### config.mk
export PLATFORM = sky130hd
export DESIGN_NAME = multicycle_control
export DESIGN_NICKNAME = d
export VERILOG_FILES = /design/src/rtl/multicycle_control.sv
export SDC_FILE = /design/constraint.sdc
export NUM_CORES = 1
export LEC_CHECK = 0
export ABC_AREA = 1
export BUFFER_PORTS_ARGS = -buffer_cell sky130_fd_sc_hd__buf_2
export CAP_MARGIN = 20
export CORE_MARGIN = 2
export CORE_UTILIZATION = 48
export CTS_CLUSTER_DIAMETER = 60
export DETAILED_ROUTE_END_ITERATION = 16
export PLACE_DENSITY = 0.79
export SYNTH_ARGS = -nofsm -noshare
export SYNTH_HDL_FRONTEND = slang
export SYNTH_SLANG_ARGS = --single-unit
### constraint.sdc
create_clock -name Clk -period 1.8 [get_ports Clk]
set_input_delay 0.27 -clock Clk [delete_from_list [all_inputs] [get_ports Clk]]
set_output_delay 0.27 -clock Clk [all_outputs]
set_load 0.05 [all_outputs]
### src/rtl/multicycle_control.sv
// Multi-cycle control FSM for the 9-bit ISA.
// Sequences FETCH/DECODE/EXEC/MEM/WB and counts retired instructions.
module multicycle_control #(
    parameter int MCODEBITS = 9,
    parameter int OPW       = 3,
    parameter int ALUOPW    = 3,
    parameter int MEM_TMO   = 16,
    parameter int CNTW      = 16
) (
    input  logic                 Clk,
    input  logic                 Reset,
    input  logic                 start,
    input  logic [MCODEBITS-1:0] instr,
    input  logic                 instr_valid,
    input  logic                 mem_ready,
    input  logic                 zero,
    output logic                 fetch_en,
    output logic                 PCWrite,
    output logic                 Branch,
    output logic                 RegDst,
    output logic                 ALUSrc,
    output logic                 MemtoReg,
    output logic                 RegWrite,
    output logic                 MemRead,
    output logic                 MemWrite,
    output logic [ALUOPW-1:0]    ALUOp,
    output logic                 busy,
    output logic                 done,
    output logic                 err,
    output logic [CNTW-1:0]      retired
);

    localparam int TW = $clog2(MEM_TMO + 1);

    localparam logic [OPW-1:0] OP_AND   = OPW'(3'b000);
    localparam logic [OPW-1:0] OP_ADD   = OPW'(3'b001);
    localparam logic [OPW-1:0] OP_XOR   = OPW'(3'b010);
    localparam logic [OPW-1:0] OP_BNE   = OPW'(3'b011);
    localparam logic [OPW-1:0] OP_LS    = OPW'(3'b100);
    localparam logic [OPW-1:0] OP_RS    = OPW'(3'b101);
    localparam logic [OPW-1:0] OP_LOAD  = OPW'(3'b110);
    localparam logic [OPW-1:0] OP_STORE = OPW'(3'b111);

    typedef enum logic [2:0] {
        S_IDLE,
        S_FETCH,
        S_DECODE,
        S_EXEC,
        S_MEM,
        S_WB,
        S_HALT
    } state_t;

    state_t                r_state;
    state_t                w_next;
    logic [MCODEBITS-1:0]  r_ir;
    logic [TW-1:0]         r_tmo;
    logic [CNTW-1:0]       r_retired;
    logic                  r_err;

    logic [OPW-1:0]        w_op;
    logic                  w_halt;
    logic                  w_is_bne;
    logic                  w_is_load;
    logic                  w_is_store;
    logic [ALUOPW-1:0]     w_aluop;
    logic                  w_alusrc;
    logic                  w_regdst;

    logic                  w_ir_ld;
    logic                  w_tmo_clr;
    logic                  w_tmo_inc;
    logic                  w_set_err;
    logic                  w_tmo_hit;

    assign w_op       = r_ir[MCODEBITS-1 -: OPW];
    assign w_halt     = &r_ir;
    assign w_is_bne   = (w_op == OP_BNE);
    assign w_is_load  = (w_op == OP_LOAD);
    assign w_is_store = (w_op == OP_STORE);
    assign w_tmo_hit  = (r_tmo == TW'(MEM_TMO - 1));

    // Datapath selects decoded from the latched instruction word
    always_comb begin
        w_aluop  = '0;
        w_alusrc = 1'b0;
        w_regdst = 1'b0;
        case (w_op)
            OP_AND: begin
                w_aluop  = ALUOPW'(3'b000);
                w_regdst = 1'b1;
            end
            OP_ADD: begin
                w_aluop  = ALUOPW'(3'b001);
                w_alusrc = 1'b1;
            end
            OP_XOR: begin
                w_aluop  = ALUOPW'(3'b010);
                w_regdst = 1'b1;
            end
            OP_BNE: begin
                w_aluop  = ALUOPW'(3'b011);
            end
            OP_LS: begin
                w_aluop  = ALUOPW'(3'b011);
                w_alusrc = 1'b1;
            end
            OP_RS: begin
                w_aluop  = ALUOPW'(3'b101);
                w_alusrc = 1'b1;
            end
            OP_LOAD: begin
                w_aluop  = ALUOPW'(3'b110);
                w_alusrc = 1'b1;
            end
            OP_STORE: begin
                w_aluop  = ALUOPW'(3'b111);
                w_alusrc = 1'b1;
            end
            default: begin
                w_aluop  = '0;
            end
        endcase
    end

    always_ff @(posedge Clk or posedge Reset) begin
        if (Reset) begin
            r_state <= S_IDLE;
        end else begin
            r_state <= w_next;
        end
    end

    always_comb begin
        w_next    = r_state;
        w_ir_ld   = 1'b0;
        w_tmo_clr = 1'b0;
        w_tmo_inc = 1'b0;
        w_set_err = 1'b0;
        fetch_en  = 1'b0;
        PCWrite   = 1'b0;
        Branch    = 1'b0;
        RegDst    = 1'b0;
        ALUSrc    = 1'b0;
        MemtoReg  = 1'b0;
        RegWrite  = 1'b0;
        MemRead   = 1'b0;
        MemWrite  = 1'b0;
        ALUOp     = '0;
        done      = 1'b0;
        case (r_state)
            S_IDLE: begin
                if (start) begin
                    w_next = S_FETCH;
                end
            end
            S_FETCH: begin
                fetch_en = 1'b1;
                if (instr_valid) begin
                    w_ir_ld = 1'b1;
                    w_next  = S_DECODE;
                end
            end
            S_DECODE: begin
                w_next = w_halt ? S_HALT : S_EXEC;
            end
            S_EXEC: begin
                ALUOp  = w_aluop;
                ALUSrc = w_alusrc;
                RegDst = w_regdst;
                if (w_is_bne) begin
                    PCWrite = 1'b1;
                    Branch  = ~zero;
                    w_next  = S_FETCH;
                end else if (w_is_load || w_is_store) begin
                    w_tmo_clr = 1'b1;
                    w_next    = S_MEM;
                end else begin
                    w_next = S_WB;
                end
            end
            S_MEM: begin
                ALUOp    = w_aluop;
                ALUSrc   = w_alusrc;
                RegDst   = w_regdst;
                MemRead  = w_is_load;
                MemWrite = w_is_store;
                if (mem_ready) begin
                    if (w_is_store) begin
                        PCWrite = 1'b1;
                        w_next  = S_FETCH;
                    end else begin
                        w_next = S_WB;
                    end
                end else if (w_tmo_hit) begin
                    // Abandon the access: no PC or register update
                    w_set_err = 1'b1;
                    w_next    = S_HALT;
                end else begin
                    w_tmo_inc = 1'b1;
                end
            end
            S_WB: begin
                ALUOp    = w_aluop;
                ALUSrc   = w_alusrc;
                RegDst   = w_regdst;
                RegWrite = 1'b1;
                MemtoReg = w_is_load;
                PCWrite  = 1'b1;
                w_next   = S_FETCH;
            end
            S_HALT: begin
                done = 1'b1;
                if (start) begin
                    w_next = S_FETCH;
                end
            end
            default: begin
                w_next = S_IDLE;
            end
        endcase
    end

    always_ff @(posedge Clk or posedge Reset) begin
        if (Reset) begin
            r_ir <= '0;
        end else if (w_ir_ld) begin
            r_ir <= instr;
        end
    end

    always_ff @(posedge Clk or posedge Reset) begin
        if (Reset) begin
            r_tmo <= '0;
        end else if (w_tmo_clr) begin
            r_tmo <= '0;
        end else if (w_tmo_inc) begin
            r_tmo <= r_tmo + TW'(1);
        end
    end

    // Every retirement coincides with the single PCWrite pulse
    always_ff @(posedge Clk or posedge Reset) begin
        if (Reset) begin
            r_retired <= '0;
        end else if (PCWrite) begin
            r_retired <= r_retired + CNTW'(1);
        end
    end

    always_ff @(posedge Clk or posedge Reset) begin
        if (Reset) begin
            r_err <= 1'b0;
        end else if (w_set_err) begin
            r_err <= 1'b1;
        end
    end

    assign busy    = (r_state != S_IDLE) && (r_state != S_HALT);
    assign err     = r_err;
    assign retired = r_retired;

endmodule

== Yosys cells after proc, flatten, opt, wreduce, memory -nomap -nowiden ==
Index checks and enable logic that the tools add are counted.
Word-level totals
  bits of input ports: 15
  register bits: 34
  output and inout port bits: 31
Cells by class
  mux-type cells: 40
  bitwise operators: 1
  add/subtract/negate cells: 2
  reductions and logical operators: 13
  equality and inequality tests: 18
Operators by type and width (number)
  1-bit two-way mux: 27
  3-bit two-way mux: 8
  3-bit equality test (second input constant): 7
  3-bit case mux with 7 select lines: 1
  3-bit case mux with 6 select lines: 1
  16-bit by 1-bit adder with 16-bit output (second input constant): 1
  3-bit by 2-bit equality test with 1-bit output (second input constant): 4
  5-bit two-way mux: 2
  9-bit AND reduction: 1
  3-bit by 1-bit equality test with 1-bit output (second input constant): 2
  3-bit logical NOT: 2
  3-bit inequality test (second input constant): 2
  2-bit OR reduction: 3
  5-bit by 1-bit adder with 5-bit output (second input constant): 1
  5-bit by 4-bit equality test with 1-bit output (second input constant): 1
  5-bit OR reduction: 1
  1-bit case mux with 3 select lines: 1
  3-bit AND reduction: 1
  3-bit nonzero test: 1
  3-bit OR reduction: 1
  2-bit by 1-bit inequality test with 1-bit output (second input constant): 1
  2-bit inequality test (second input constant): 1
  2-bit nonzero test: 1
  1-bit logical AND: 1
  other kinds (2): 2

== Longest topological paths before layout ==
Gate-level depths: netlist of run 1.
  word-level depth: 6
  depth in mapped cells: 10
  gate-level depth less buffers: 10

== Worst setup path before layout of run 1 ==
Ideal clock, no wire load.
  path kind: reg2out
  start point: register r_state[2]
  end point: output port ALUOp[2]
  path slack: -0.556 ns
  arrival: 2.086 ns
  path buffers: 0
  cell stages (with the launch flop): 8
  required time: 1.530 ns
  cell sequence: dfrtp_1 > inv_2 > nand2_1 > nor2_4 > inv_1 > nand2_1 > inv_2 > a211oi_1
On the way
  word-level cells in the longest chain between the ends: 3
Ends and longest elaborated chain
  start: declaration: line 54  | state_t r_state;
  start signal: assignment: line 130  | r_state <= w_next;
  3-bit equality test or 3-bit by 2-bit equality test with 1-bit output (tied branches): line 151  | case (r_state)
  3-bit OR reduction (no source line) *
  3-bit two-way mux *: line 151
  end: declaration: line 26  | output logic [ALUOPW-1:0] ALUOp,
Mark *: on every way between the ends. The rest lies on a longest branch, timed or not.

== Final worst setup path of run 1 ==
Ends and elaborated chain as after synthesis.

==> results.md, run 1 <==
* Status: finished clean
* Reg area at between 800 and 900 um2
* Critical Path RT at around 1.5 ns
* Via density per instance at 5.26
* Max_cap viols at 0
* Final worst path period share at 0.997
* Post-route ant nets at 0
* Number of global-route vias before repair at 1922
* Die ar. at roughly 4800 um2
* Max Buffers Root-to-Sink at 2
* Port-buffer cells at 45
* Ys async rst share at 1.00
* ANT cells at 0
* YS warnings at 0
* Hold-fix buffers, CTS at 0
* Clk slew on worst S/H paths at 0.06 ns
* First-pass detailed-route iteration total at 4
* CP max FO at 4
* Cell Rows at 23
* Post-synthesis net count at about 310
* HP Class: input port to async pin
* GP Congestion at 0.824
* P&R area growth vs syn at 26.9%
* Syn avg cell area at 7.12 um2
* Setup TNS at 0 ns
* Maximum vdd drop at between 1 and 1.5 mV
* Share of cells above drive strength 1 at 0.263
* DR WL/cell at 12.6 um
* Synth area leaders: dfrtp_1, nand2_1, nor2_1
* Clock buffer count from CTS at 5
* Placed Instances at 388
* Via count at roughly 2.1k
* Reg2Reg Depth at 10
* F_max at about 0.56 GHz
* GRT overflow at 0
* Slew Limit Fails at 0
* Mapped Area at approximately 2100 um2
* Post-DP HPWL at ~3500 um
* Drc violations at 0
* Hold Worst Slack at roughly 0.070 ns
* Root Driver: clkbuf_8
* Seq/Total Area, Yosys at 0.412
* Total track usage at 0.211
* Boundary Pins at 46
* # fillers at between 300 and 400
* Yosys cell types at 27
* Core region area at ~4100 um2
* Syn Inst Count at 290
* Total wire length at about 5000 um
* Multi-input logic area at ~1100 um2
* Commonest cells post-synth: nand2_1, dfrtp_1, nor2_1, inv_1, nand3_1
* Worst setup SP type: flip-flop
* First-pass GRT wire length at between 8000 and 9000 um
* Final setup viols at 0
* Min cycle time layout at approximately 1.8 ns
* Clk_lat worst skew at roughly 0.29 ns
* Hold Vio Cnt, Final at 0
* CP endpoint kind: output pin
* Finished Core Util at 0.646
* Count leader, synth: nand2_1
* Starting Density at 0.509
* RSZ-0062 raised after global routing: true
* Post-route insts no fill at 400
* Clock sink total at 34
* Pin slew with the least headroom to its limit at roughly 0.44 ns
* P_leak at between 0.001 and 0.0015 uW
* Worst slew margin at 0.707
* Die Span Y at a little under 70 um
* Die width at around 70 um
* Final Skew at ~0.0031 ns
* Starting DRT DRC Count at between 100 and 150
* Total power at ~3600 uW
* Register bit total from synthesis at 34
* NumNets Final at between 300 and 400
* Synth top area share at 0.412
* H-tree levels at 2
* Largest net degree at the start of global routing at 35
* CTS tree: done
* Post-synth top flop: dfrtp_1
* Initial antenna violation count at 0
* Power density cells at roughly 1400 nW/um2
* Worst path arrival time at approximately 1.5 ns
* Post-synth EDFFs at 0
* Crit path kind: flip-flop to output pin
* Cell taking the most area after synthesis: dfrtp_1
-- path summary, 6_finish.rpt --
path / start / end / slack, ns
setup / recovery: r_state[2] / ALUOp[2] / 0.006
hold / removal: Reset / retired[1] / 0.07
min in group Clk: instr[4] / r_ir[4] / 0.21
hold reg to reg: r_ir[3] / r_ir[3] / 0.47
max in group asynchronous: Reset / r_state[1] / 1.40
setup reg to reg: r_tmo[0] / r_state[2] / 0.09
-- kinds of logic (layout without fill, tap and decap cells) --
group | after synthesis | in the layout | share of synthesized area
AOI/OAI and AO/OA | 31 | 31 | 0.0788
xor gates and xnor gates | 7 | 7 | 0.0297
adders and majority gates | 3 | 3 | 0.0182
buffers and inverters | 40 | 100 | 0.0818
DFF | 34 | 34 | 0.412
and+or+nand+nor | 175 | 175 | 0.379
-- metrics by stage --
step                cell area (um2)  setup WS, ns
floorplan                      2080       -0.0784
global placement               2390         0.179
detailed placement             2390         0.108
CTS                            2520       -0.0385
global route                   2620       -0.0520
finish                         2620       0.00590
-- routing by layer --
layer  GRT usage  wire (um)  share of wire
met2       0.371       2640           0.52
met4      0.0937         82          0.016
met5           0          0              0
met1       0.243       2050           0.41
met3      0.0480        270          0.054
-- layout by cell type, fill, tap and decap left out, types with 2 or more instances in the layout --
cell,instances
o21ai_1,13
a21oi_1,3
nand3_4,3
nor2_2,2
buf_4,15
buf_2,35
dfrtp_1,33
ha_1,3
inv_1,28
nor3_1,2
inv_2,6
clkbuf_4,5
nor2_4,3
nand2_2,4
buf_8,2
clkbuf_8,6
xor2_1,7
nor3_2,2
nand3_1,23
buf_6,2
nand4_1,12
nor2_1,31
o21ai_0,10
nand2_4,2
nand2_1,89
-- critical path, stage by stage, from the launching register on --
cell and delay (ns):
dfrtp_1 0.40, inv_2 0.09, nand2_4 0.07, nor2_4 0.11, inv_1 0.06, nand2_2 0.09
inv_4 0.06, a211oi_4 0.17, buf_6 0.19
-- report_power, final --
part | total (uW) | switching [uW] | leakage, uW | internal, uW
Sequential | 1110 | 163 | 0.000447 | 951
Clock | 560 | 265 | 0.0000431 | 295
Combinational | 1940 | 1340 | 0.000858 | 592
Total | 3610 | 1770 | 0.00135 | 1840
-- final cells by class --
type                            count  area share
Clock buffer                        6      0.0315
Inverter                           35      0.0511
Multi-Input combinational cell    216       0.424
Sequential cell                    34       0.325
Tap cell                           50      0.0239
Timing Repair Buffer               59       0.144
-- state kept, by name (all words and copies together) (netlist names) --
register	count
retired	16
r_ir	9
r_tmo	5
r_state	3
err	1
-- what timing repair did --
item	4_1_cts	5_1_grt
setup buffers	2	4
setup endpoints to repair	7	17
pin swaps	2	4
gates resized for setup	9	22
No activity file was read; power rests on OpenSTA's default activity.
==> inputs of run 2 (changes only) <==
- CTS_BUF_LIST: not set -> sky130_fd_sc_hd__clkbuf_16
==> results.md, run 2 (same netlist as run 1, synthesis figures left out) <==
* Status: finished with violations (was finished clean)
* Failing checks: setup timing
* DR WL/cell at 13.4 um (was 12.6 um)
* P&R area growth vs syn at 31.2% (was 26.9%)
* Initial antenna violation count at 0 (unchanged)
* Most frequent cells in the layout: nand2_1, buf_2, dfrtp_1, nor2_1, inv_1 (unchanged)
* Max Buffers Root-to-Sink at 2 (unchanged)
* Critical path's largest stage delay at 0.40 ns (about the same)
* Final setup viols at 1 (was 0)
* Power density cells at 1460 nW/um2 (was 1380 nW/um2)
* Die ar. at 4840 um2 (unchanged)
* Cell Rows at 23 (unchanged)
* GRT overflow at 0 (unchanged)
* CP delay by family, top: flip-flops (unchanged)
* Drc violations at 0 (unchanged)
* Critical Path RT at 1.53 ns (about the same)
* Via count at 2172 (was 2103)
* Total wire length at 5430 um (was 5040 um)
* NumNets Final at 373 (was 369)
* Final worst path period share at 1.02 (was 0.997)
* R2r setup slk at 0.05 ns (was 0.09 ns)
* Clock buffer count from CTS at 5 (unchanged)
* Hold-fix buffers, CTS at 0 (unchanged)
* Die Span Y at 69.6 um (unchanged)
* Hold Vio Cnt, Final at 0 (unchanged)
* Boundary Pins at 46 (unchanged)
* Final instance area at 2710 um2 (was 2620 um2)
* Die width at 69.6 um (unchanged)
* Worst setup SP type: flip-flop (unchanged)
* Number of global-route vias before repair at 1916 (was 1922)
* Via density per instance at 5.38 (was 5.26)
* Total track usage at 0.214 (was 0.211)
* Setup TNS at -0.0355 ns (was 0 ns)
* Clk slew on worst S/H paths at 0.05 ns (was 0.06 ns)
* CTS tree: done (unchanged)
* WP buf/inv at 4 (unchanged)
* Total power at 3950 uW (was 3610 uW)
* Clk_lat worst skew at 0.28 ns (was 0.29 ns)
* Placed cell area at 2390 um2 (unchanged)
* Reg2Reg Depth at 8 (was 10)
* GP Congestion at 0.824 (unchanged)
* ANT cells at 0 (unchanged)
* H-tree levels at 2 (unchanged)
* # fillers at 334 (was 348)
* Post-DP HPWL at 3480 um (unchanged)
* CP Cell Sequence: inv_2, nand2_4, nor2_4, inv_2, nand2_4, inv_6, a211oi_4, buf_6 (was inv_2, nand2_4, nor2_4, inv_1, nand2_2, inv_4, a211oi_4, buf_6)
* Place WS at 0.108 ns (unchanged)
* P_leak at 0.00139 uW (was 0.00135 uW)
* First-pass GRT wire length at 8450 um (was 8320 um)
* Share of cells above drive strength 1 at 0.271 (was 0.263)
* Max FFs per register at 16 (unchanged)
* Starting DRT DRC Count at 141 (was 129)
* Placed Instances at 388 (unchanged)
* Post-route ant nets at 0 (unchanged)
* Post-route insts no fill at 404 (was 400)
* Worst r2r dst: r_tmo[2] (was r_state[2])
* Most common cell after layout, fill and taps aside: nand2_1 (unchanged)
* Pin slew with the least headroom to its limit at 0.440 ns (about the same)
* CP max-delay cell: dfrtp_1 (unchanged)
* Worst slew margin at 0.707 (about the same)
* CP endpoint kind: output pin (unchanged)
* Clock sink total at 34 (unchanged)
* First-pass detailed-route iteration total at 5 (was 4)
* Max_cap viols at 0 (unchanged)
* Core region area at 4060 um2 (unchanged)
* Port-buffer cells at 45 (unchanged)
* FF-to-FF Start: r_tmo[0] (unchanged)
* Slew Limit Fails at 0 (unchanged)
* Maximum vdd drop at 1.55 mV (was 1.26 mV)
* RSZ-0062 raised after global routing: true (unchanged)
* Largest net degree at the start of global routing at 35 (unchanged)
* Setup WS post-layout at -0.0355 ns (was 0.00590 ns)
* Final Skew at 0.00526 ns (was 0.00315 ns)
* Starting Density at 0.509 (unchanged)
* HP Class: input port to async pin (unchanged)
* F_max at 0.545 GHz (was 0.557 GHz)
* Min cycle time layout at 1.84 ns (was 1.79 ns)
* Worst path arrival time at 1.57 ns (was 1.52 ns)
* Root Driver: clkbuf_16 (was clkbuf_8)
* CP max FO at 4 (unchanged)
* Crit path kind: flip-flop to output pin (unchanged)
[run 2: cell count changes in the layout (fill, tap and decap cells not counted), moves of 2 or more]
cell / delta
clkbuf_16: +5
clkbuf_4: -2
buf_2: +3
buf_4: +3
nor3_4: +2
clkbuf_8: -6
nor3_2: -2
[run 2: timing repair]
| action | 4_1_cts | 5_1_grt |
|---|---|---|
| pin swaps | 2 | 4 |
| buffers inserted | 2 | 8 |
| gates resized for setup | 9 | 24 |
| gates cloned | 0 | 0 |
| endpoints found under the setup margin | 7 | 17 |
[run 2: report_power, final]
group / switching [uW] / internal [uW] / total, uW
clock: 299 / 491 / 790
sequential: 164 / 953 / 1120
combinational: 1420 / 618 / 2040
total: 1890 / 2060 / 3950
[run 2: layout make-up]
type	count	area [um2]	area share
Timing Repair Buffer	63	400	0.148
Multi-Input combinational cell	216	1130	0.417
Clock inverter	1	3.75	0.00139
Sequential cell	34	852	0.315
Tap cell	50	62.6	0.0231
Inverter	35	136	0.0503
Clock buffer	5	125	0.0462
[run 2: per-stage QoR]
step                      utilization  hold slack (ns)
after floorplan                     -            0.412
after global routing            0.668            0.128
final                           0.668           0.0838
after CTS                       0.632           0.0975
after global placement          0.589            0.386
after detailed placement        0.589            0.392
[run 2: tightest hold or removal path, stage by stage]
cell   delay, ns
buf_2       0.09
inv_1       0.04
buf_4       0.39
[run 2: routing by layer]
metal | up-vias | share of wire | GRT usage | wire length [um]
met3 | 20 | 0.055 | 0.0509 | 300
met5 | - | 0 | 0 | 0
met1 | 1016 | 0.39 | 0.253 | 2130
met4 | 0 | 0.031 | 0.0697 | 170
li1 | 1062 | - | - | -
met2 | 74 | 0.52 | 0.381 | 2830
[run 2: worst max path at each step]
stage | startpoint | end | slack [ns] | depth (start not counted)
floorplan | r_state[2] | ALUOp[2] | -0.08 | 7
global placement | r_state[1] | ALUOp[2] | 0.18 | 7
detailed placement | r_tmo[0] | r_state[2] | 0.11 | 10
CTS | r_state[2] | RegDst | 0.001 | 8
global route | r_tmo[0] | r_tmo[2] | -0.14 | 8
finish | r_state[2] | ALUOp[2] | -0.04 | 8
